File: src/rtl/exc_ctrl.sv
// Exception/interrupt control at the M/WB boundary: resolves exception priority,
// synchronizes hardware interrupts and issues one commit pulse plus flush/redirect to CP0.
module exc_ctrl #(
  parameter logic [31:0] EXC_VECTOR  = 32'hBFC0_0380,
  parameter int          SYNC_STAGES = 2
) (
  input  logic        clk,
  input  logic        rst,
  input  logic        valid_m,
  input  logic        stall_m,
  input  logic [31:0] pc_m,
  input  logic        indelayslot_m,
  input  logic [31:0] mem_addr_m,
  input  logic        adel_if_m,
  input  logic        ri_m,
  input  logic        sys_m,
  input  logic        bp_m,
  input  logic        ov_m,
  input  logic        adel_ld_m,
  input  logic        ades_m,
  input  logic        eret_m,
  input  logic [5:0]  ext_int,
  input  logic [31:0] status,
  input  logic [31:0] cause,
  input  logic [31:0] epc,
  output logic [5:0]  hw_ip,
  output logic        cp0_en,
  output logic [5:0]  cp0_exctype,
  output logic [31:0] cp0_pc,
  output logic [31:0] cp0_badvaddr,
  output logic        cp0_indelayslot,
  output logic        flush,
  output logic        redirect,
  output logic [31:0] newpc
);

  localparam logic [5:0] EXC_INT  = 6'h00;
  localparam logic [5:0] EXC_ADEL = 6'h04;
  localparam logic [5:0] EXC_ADES = 6'h05;
  localparam logic [5:0] EXC_SYS  = 6'h08;
  localparam logic [5:0] EXC_BP   = 6'h09;
  localparam logic [5:0] EXC_RI   = 6'h0a;
  localparam logic [5:0] EXC_OV   = 6'h0c;
  localparam logic [5:0] EXC_ERET = 6'h0e;

  typedef enum logic [1:0] {
    ST_IDLE   = 2'd0,
    ST_COMMIT = 2'd1,
    ST_SETTLE = 2'd2
  } state_t;

  state_t state_q, state_d;

  logic [5:0]  sync_q [SYNC_STAGES];
  logic        int_req;
  logic        any_flag;
  logic        take;
  logic [5:0]  exc_code;
  logic [31:0] exc_badvaddr;
  logic        unused_cp0_bits;

  assign unused_cp0_bits = ^{status[31:16], status[7:2], cause[31:10], cause[7:0]};

  // Interrupt synchronizer: plain flop chain, all stages cleared by reset.
  always_ff @(posedge clk or negedge rst) begin
    if (!rst) begin
      for (int i = 0; i < SYNC_STAGES; i++) sync_q[i] <= '0;
    end else begin
      sync_q[0] <= ext_int;
      for (int i = 1; i < SYNC_STAGES; i++) sync_q[i] <= sync_q[i-1];
    end
  end

  assign hw_ip = sync_q[SYNC_STAGES-1];

  assign int_req = status[0] & ~status[1] &
                   (|((hw_ip & status[15:10]) | (cause[9:8] & status[9:8])));

  assign any_flag = adel_if_m | ri_m | sys_m | bp_m | ov_m | adel_ld_m | ades_m | eret_m;

  assign take = (state_q == ST_IDLE) & valid_m & ~stall_m & (int_req | any_flag);

  // Priority resolve; the bad address follows whichever cause actually won.
  always_comb begin
    exc_code     = EXC_ERET;
    exc_badvaddr = '0;
    if (int_req) begin
      exc_code = EXC_INT;
    end else if (adel_if_m) begin
      exc_code     = EXC_ADEL;
      exc_badvaddr = pc_m;
    end else if (ri_m) begin
      exc_code = EXC_RI;
    end else if (sys_m) begin
      exc_code = EXC_SYS;
    end else if (bp_m) begin
      exc_code = EXC_BP;
    end else if (ov_m) begin
      exc_code = EXC_OV;
    end else if (adel_ld_m) begin
      exc_code     = EXC_ADEL;
      exc_badvaddr = mem_addr_m;
    end else if (ades_m) begin
      exc_code     = EXC_ADES;
      exc_badvaddr = mem_addr_m;
    end
  end

  always_ff @(posedge clk or negedge rst) begin
    if (!rst) state_q <= ST_IDLE;
    else      state_q <= state_d;
  end

  always_comb begin
    state_d = state_q;
    case (state_q)
      ST_IDLE:   if (take) state_d = ST_COMMIT;
      ST_COMMIT: state_d = ST_SETTLE;
      ST_SETTLE: state_d = ST_IDLE;
      default:   state_d = ST_IDLE;
    endcase
  end

  always_comb begin
    cp0_en   = 1'b0;
    flush    = 1'b0;
    redirect = 1'b0;
    case (state_q)
      ST_COMMIT: begin
        cp0_en   = 1'b1;
        flush    = 1'b1;
        redirect = 1'b1;
      end
      ST_SETTLE: flush = 1'b1;
      default: ;
    endcase
  end

  // Commit payload is captured at take and held until the next take.
  always_ff @(posedge clk or negedge rst) begin
    if (!rst) begin
      cp0_exctype     <= '0;
      cp0_pc          <= '0;
      cp0_badvaddr    <= '0;
      cp0_indelayslot <= 1'b0;
      newpc           <= '0;
    end else if (take) begin
      cp0_exctype     <= exc_code;
      cp0_pc          <= pc_m;
      cp0_badvaddr    <= exc_badvaddr;
      cp0_indelayslot <= indelayslot_m;
      newpc           <= (exc_code == EXC_ERET) ? epc : EXC_VECTOR;
    end
  end

endmodule

File: config.mk
export PLATFORM = sky130hd
export DESIGN_NAME = exc_ctrl
export DESIGN_NICKNAME = d
export VERILOG_FILES = /design/src/rtl/exc_ctrl.sv
export SDC_FILE = /design/constraint.sdc
export NUM_CORES = 1
export LEC_CHECK = 0
export BUFFER_PORTS_ARGS = -buffer_cell sky130_fd_sc_hd__buf_2
export CAP_MARGIN = 20
export CORE_MARGIN = 10
export CORE_UTILIZATION = 39
export DETAILED_ROUTE_END_ITERATION = 6
export PLACE_DENSITY = 0.75
export SLEW_MARGIN = 10
export SYNTH_ARGS = -nofsm -noshare
export SYNTH_HDL_FRONTEND = slang
export SYNTH_SLANG_ARGS = --single-unit
export TNS_END_PERCENT = 1
File: constraint.sdc
create_clock -name clk -period 2.13 [get_ports clk]
set_clock_uncertainty 0.2 [all_clocks]
set_input_delay 0.3195 -clock clk [delete_from_list [all_inputs] [get_ports clk]]
set_output_delay 0.3195 -clock clk [all_outputs]
set_load 0.1 [all_outputs]
# Word level (Yosys, flattened, before mapping)
# Index checks and enable logic that the tools add are counted.
# word_totals
register_bits	117
inputBits	179
out_inout_bits	112
elab_cells	54
# classes
n_eq_ne	4
muxes	21
bitwise_logic	18
reduce_logical	3
# op_table
cell	n
32-bit 2-to-1 mux	9
4-bit 2-to-1 mux	8
1-bit OR	8
6-bit bitwise AND	1
6-bit by 4-bit equality test with 1-bit output, second input constant	1
6-bit by 2-bit OR with 6-bit output	1
6-bit OR reduction	1
1-bit bitwise AND	5
2-bit case mux with 2 select lines	1
2-bit bitwise AND	1
2-bit by 1-bit equality test with 1-bit output, second input constant	1
2-bit equality test, second input constant	1
2-bit zero test	1
1-bit 2-to-1 mux	2
2-bit 2-to-1 mux	1
2-bit != test, second input constant	1
1-bit inverter	2
2-bit OR reduction	1

# Logic depth before layout (Yosys ltp)
# Gate-level depths: netlist of the first run.
# depth
word_depth	11
ltp_mapped	8

# Worst setup path after synthesis of the first run
# OpenSTA, ideal clock, no wires.
# synth_path
path_type	input-to-reg
from	input adel_if_m
to	register cp0_pc[29]
setup_slack_ns	-0.142
required_time_ns	1.804
path_stages	6
arrival_ns	1.946
setup_ns	0.126
n_path_buf	2
path_cell_list	buf_2 -> or4_1 -> o21a_1 -> a21oi_4 -> buf_6 -> mux2_2
# synth_between
elab_chain_cells	9
# synth_lines
element	line_no	rtl
from (decl)	14	input logic adel_if_m,
1-bit OR (7 in series)	79	assign any_flag = adel_if_m | ri_m | sys_m | bp_m | ov_m | adel_ld_m | ades_m | eret_m;
1-bit OR	81	assign take = (state_q == ST_IDLE) & valid_m & ~stall_m & (int_req | any_flag);
1-bit bitwise AND	81	
to (signal assigned)	149	cp0_pc <= pc_m;
to (decl)	29	output logic [31:0] cp0_pc,
# Every way passes these cells.
# A chain may end at the register's enable or synchronous reset.

# Final worst setup path of the first run
# layout_path
from	register sync_q (netlist bit hw_ip[4])
to	register cp0_pc[17]
# layout_between
elab_chain_cells	6
# layout_lines
element	line_no	rtl
from (decl)	54	logic [5:0] sync_q [SYNC_STAGES];
6-bit bitwise AND	77	(|((hw_ip & status[15:10]) | (cause[9:8] & status[9:8])));
6-bit by 2-bit OR with 6-bit output	77	
6-bit OR reduction	77	
1-bit bitwise AND	76	assign int_req = status[0] & ~status[1] &
1-bit OR	81	
1-bit bitwise AND	81	
# Every way passes these cells.

==> metrics, run 1 <==
cts bufs inserted 17; GRT overflow 0; Max Root-Sink Buffers 2; RSZ-0062 raised after global routing yes; final hold slack 17.3 ps; nets 845; reg2reg start hw_ip[4]$_DFF_PN0_; first-pass GRT wire length 24.9 mm; leakage 4.00 nW; CTS Root Buffer Type clkbuf_16; clock slew at the register clock pins of the worst setup and hold paths 50 ps; Max-cap violations 0; Initial Utilization 0.394; commonest non-fill, non-tap cell in the layout buf_2; sequential share of the synthesized area 0.613; worst slack at placement -222 ps; Synth Register Bits 115; synth-to-layout area growth 66.5%; Slew Limit Headroom 0.587; Hold Path End cp0_badvaddr[19]$_DFFE_PN0P_; Mapped Cells 322; Max FO, Critical Path 8; Critical Path RT 2210 ps; r2r setup slk -170 ps; Via density 5.06; layout cell share with drive strength beyond 1 0.523; number of I/O pins 291; Synth Flop Type dfrtp_1; Worst Path Arrival 2380 ps; core area 11,900 um^2; Post-synth EDFFs 0; crit end category register; CTS tree done; maximum clock frequency 434 MHz; post-synthesis async set-or-reset flop share 1.00; GRT Total Usage 0.192; Final Util 0.657; Sinks on Clock Net 115; failing checks setup timing; drt drc 0; critical path class register to register; fill cell count 850; GP Congestion 0.755; DP HPWL 10.7 mm; Tot Pwr 13.5 mW; # port buffers 236; RR Endpoint cp0_pc[17]$_DFFE_PN0P_; Ys Warns 0; largest net degree at the start of global routing 46; row count 40; Syn Std Cell Area 4700 um^2; Startpoint Class register; period utilization 1.08; most frequent cells in the layout 235 x buf_2, 115 x dfrtp_1, 74 x dlygate4sd3_1, 32 x mux2i_1, 25 x o2bb2ai_1; Hold/Removal Path Class primary input to register; final hold violations 0; post-layout min period 2300 ps; hold wc startpoint mem_addr_m[19]; DIE WIDTH 130 um; Distinct cells, synth 38; final setup vio count 54; Post-Route WL 16.5 mm; syn avg cell area 14.6 um^2; Vias 4,166; Worst-Skew Late Latency 400 ps; WHS Path Cells 3; Antenna Violating Nets Remaining 0; number of global-route vias before repair 4,696; TNS Setup -6550 ps; die height 130 um; Max IR drop VDD 0.00139 V; Die ar. 16,800 um^2; Setup WS post-layout -173 ps; status finished, violations left; Final Max Tran Viols 0; initial DRC count 160; Avg WL per Cell 20.0 um; path depth of the worst reg2reg path 6; drt pass-1 iters 6; Worst-Margin Slew 620 ps; PwrDens 1730 nW/um^2; H-tree depth reported by CTS 4; initial antenna violation count 1
==> per-layer routing <==
metal | global-route usage | up-vias | routed length (um)
met3 | 0.0763 | 36 | 1430
met4 | 0.0880 | 0 | 487
met1 | 0.199 | 2030 | 6100
met2 | 0.335 | 205 | 8450
met5 | 0 | - | 0
li1 | - | 1895 | -
==> what timing repair did <==
item | 4_1_cts | 5_1_grt
endpoints found under the setup margin | 86 | 98
hold buffers | 74 | 0
pin swaps | 7 | 17
endpoints found under the hold margin | 105 | 0
gates resized for setup | 38 | 9
cloned | 3 | 0
buffers inserted | 1 | 0
==> cells by family after synthesis <==
group	count (synthesis)	synth area share
AOI/OAI and AO/OA	84	0.157
muxes	67	0.152
DFF	115	0.613
buffers and inverters	32	0.0458
and+or+nand+nor	20	0.0234
adders and majority gates	3	0.00799
other	1	0.000798
==> worst max-delay path, cell delays in order (launching register included) <==
cell,delay (ps)
dfrtp_1,390
a22o_1,250
o41a_1,500
a21oi_4,220
buf_12,160
buf_12,150
mux2_4,310
==> report_power, final <==
part	switching (mW)	internal (mW)
Combinational	6.01	1.59
Sequential	0.379	2.84
Clock	0.948	1.73
==> registers in the layout, indices dropped and copies added, names as in the netlist <==
| name | cells |
|---|---|
| cp0_badvaddr | 32 |
| cp0_pc | 32 |
| newpc | 32 |
| hw_ip | 6 |
| sync_q | 6 |
| cp0_exctype | 4 |
| state_q | 2 |
| cp0_indelayslot | 1 |
==> layout make-up <==
| class | instances | area, um^2 | area share |
|---|---|---|---|
| flip-flops and latches | 115 | 2880 | 0.368 |
| repair buffers | 350 | 2420 | 0.310 |
| multi-input cells | 176 | 1760 | 0.225 |
| clock buffers | 20 | 447 | 0.0571 |
| well taps | 147 | 184 | 0.0235 |
| clock inverters | 11 | 113 | 0.0144 |
| inverters | 3 | 11.3 | 0.00144 |
| diodes | 1 | 2.50 | 0.000320 |
==> worst max-delay path by stage <==
stage / slack, ps / endpoint / from / cells past startpoint
final: -170 / cp0_pc[17]$_DFFE_PN0P_ / hw_ip[4]$_DFF_PN0_ / 6
after global routing: -240 / cp0_badvaddr[17]$_DFFE_PN0P_ / hw_ip[4]$_DFF_PN0_ / 7
after CTS: -170 / cp0_badvaddr[6]$_DFFE_PN0P_ / hw_ip[4]$_DFF_PN0_ / 7
after detailed placement: -220 / cp0_pc[18]$_DFFE_PN0P_ / ov_m / 6
after global placement: -200 / cp0_pc[17]$_DFFE_PN0P_ / ov_m / 6
after floorplan: -40 / cp0_pc[29]$_DFFE_PN0P_ / hw_ip[3]$_DFF_PN0_ / 5
==> per-stage QoR <==
stage	std cells	area [um^2]
finish	823	7820
global route	823	7820
CTS	822	7770
detailed placement	713	6220
global placement	713	6220
floorplan	323	4710
==> cell usage after synthesis, types with 2 or more instances <==
cell | n | area [um^2]
dfrtp_1 | 115 | 2880
mux2i_1 | 32 | 320
o2bb2ai_1 | 32 | 280
mux2_2 | 31 | 349
a22o_1 | 24 | 210
o22a_1 | 11 | 96.3
buf_4 | 9 | 67.6
buf_2 | 7 | 35.0
buf_6 | 7 | 78.8
clkbuf_1 | 5 | 18.8
nor3_1 | 5 | 25.0
mux2_1 | 4 | 45.0
nor2_1 | 4 | 15.0
a21o_1 | 3 | 22.5
ha_1 | 3 | 37.5
inv_1 | 3 | 11.3
nand3_1 | 2 | 10.0
nor2b_1 | 2 | 12.5
o211ai_1 | 2 | 15.0
o41ai_1 | 2 | 17.5
or4_1 | 2 | 15.0
Power figures use the tool's default switching activity.
==> run 2, diff against run 1 <==
Settings changed: RECOVER_POWER set to 100.
==> run 2 against run 1 <==
Combinational power decreased by 0.5%. Via count decreased by 0.29%. Hold slack improved by 4.2 ps. Die area is the same. First-iteration DRC count decreased by 1.9%. Largest power group unchanged. The run still ends with setup timing left. Non-clock buffer count unchanged. Sequential power is essentially flat. Core utilization down 0.37 points. Register-to-register slack about the same. Critical path type unchanged.
==> metrics, run 2 (synthesis results as in run 1) <==
status finished, violations left; failing checks setup timing; final hold violations 0; final non-filler cell area 7780 um^2; Max IR drop VDD 0.00138 V; fill cell count 859; worst slack at placement -222 ps; drt pass-1 iters 4; number of global-route vias before repair 4,696; die height 130 um; Final Util 0.653; crit end category register; Sinks on Clock Net 115; CTS Root Buffer Type clkbuf_16; Die ar. 16,800 um^2; DP HPWL 10.7 mm; layout cell share with drive strength beyond 1 0.521; Hold/Removal Path Class primary input to register; Worst Path Arrival 2380 ps; Via density 5.05; Post-Route WL 16.4 mm; critical path class register to register; WHS Path Cells 3; Multi-input gate area 1750 um^2; drt drc 0; number of I/O pins 291; final hold slack 21.6 ps; CTS tree done; cts bufs inserted 17; Max Root-Sink Buffers 2; Top Registers cp0_badvaddr (32), cp0_pc (32), newpc (32); GRT Total Usage 0.192; initial antenna violation count 1; Tot Pwr 13.5 mW; Avg WL per Cell 19.9 um; Critical Path RT 2210 ps; GRT overflow 0; GP Congestion 0.755; most frequent cells in the layout 129 x buf_2, 115 x dfrtp_1, 108 x clkbuf_2, 74 x dlygate4sd3_1, 32 x mux2i_1; total area of sequential cells 2880 um^2; synth-to-layout area growth 65.6%; clock slew at the register clock pins of the worst setup and hold paths 50 ps; period utilization 1.08; nets 845; post-place instance area 6220 um^2; commonest non-fill, non-tap cell in the layout buf_2; Setup WS post-layout -173 ps; final setup vio count 53; DIE WIDTH 130 um; Startpoint Class register; Worst-Skew Late Latency 400 ps; Final Max Tran Viols 0; post-layout min period 2300 ps; row count 40; Post-Layout Cell Count 823; Cells after DPL 713; Antenna Violating Nets Remaining 0; core area 11,900 um^2; RSZ-0062 raised after global routing yes; first-pass GRT wire length 24.9 mm; Vias 4,154; PwrDens 1730 nW/um^2; Worst-Margin Slew 825 ps; initial DRC count 157; Max-cap violations 0; H-tree depth reported by CTS 4; # port buffers 236; leakage 3.97 nW; TNS Setup -6500 ps; Max FO, Critical Path 8; Initial Utilization 0.394; Slew Limit Headroom 0.450; maximum clock frequency 434 MHz; path depth of the worst reg2reg path 6; largest net degree at the start of global routing 46
## run 2: worst max-delay path, stage by stage, from the launching register on
cell and delay (ps):
dfrtp_1 390, a22o_1 250, o41a_1 500, a21oi_4 220
buf_12 160, buf_12 150, mux2_4 310
## run 2: final timing paths
| path | startpoint | to | slack, ps |
|---|---|---|---|
| hold / removal | mem_addr_m[19] | cp0_badvaddr[19]$_DFFE_PN0P_ | 20 |
| max in group asynchronous | rst | cp0_pc[25]$_DFFE_PN0P_ | 290 |
| setup / recovery | hw_ip[4]$_DFF_PN0_ | cp0_pc[17]$_DFFE_PN0P_ | -170 |
| min in group asynchronous | rst | cp0_badvaddr[0]$_DFFE_PN0P_ | 360 |
| setup reg to reg | hw_ip[4]$_DFF_PN0_ | cp0_pc[17]$_DFFE_PN0P_ | -170 |
| hold reg to reg | sync_q[8]$_DFF_PN0_ | hw_ip[2]$_DFF_PN0_ | 150 |
## run 2: area by class of cell
| cell class | count | area share |
|---|---|---|
| Tap cell | 147 | 0.0237 |
| Clock inverter | 11 | 0.0145 |
| Multi-Input combinational cell | 176 | 0.225 |
| Clock buffer | 20 | 0.0574 |
| Antenna cell | 1 | 0.000322 |
| Sequential cell | 115 | 0.370 |
| Timing Repair Buffer | 350 | 0.308 |
| Inverter | 3 | 0.00145 |
## run 2: timing repair
action                                 in CTS  in global routing
endpoints found under the hold margin     105                  0
gates resized for setup                    38                  9
hold buffers                               74                  0
buffers inserted                            1                  0
setup endpoints to repair                  86                 98
cloned                                      3                  0
pin swaps                                   7                 17
## run 2: where the power goes
group | switching (mW) | internal, mW
clock | 0.945 | 1.73
sequential | 0.402 | 2.84
combinational | 6.01 | 1.56
## run 2: routing by layer
metal	vias to the layer above	routed length (um)	track usage
met5	-	0	0
met4	0	517	0.0880
met3	41	1430	0.0763
met2	193	8400	0.335
met1	2024	6040	0.199
li1	1896	-	-
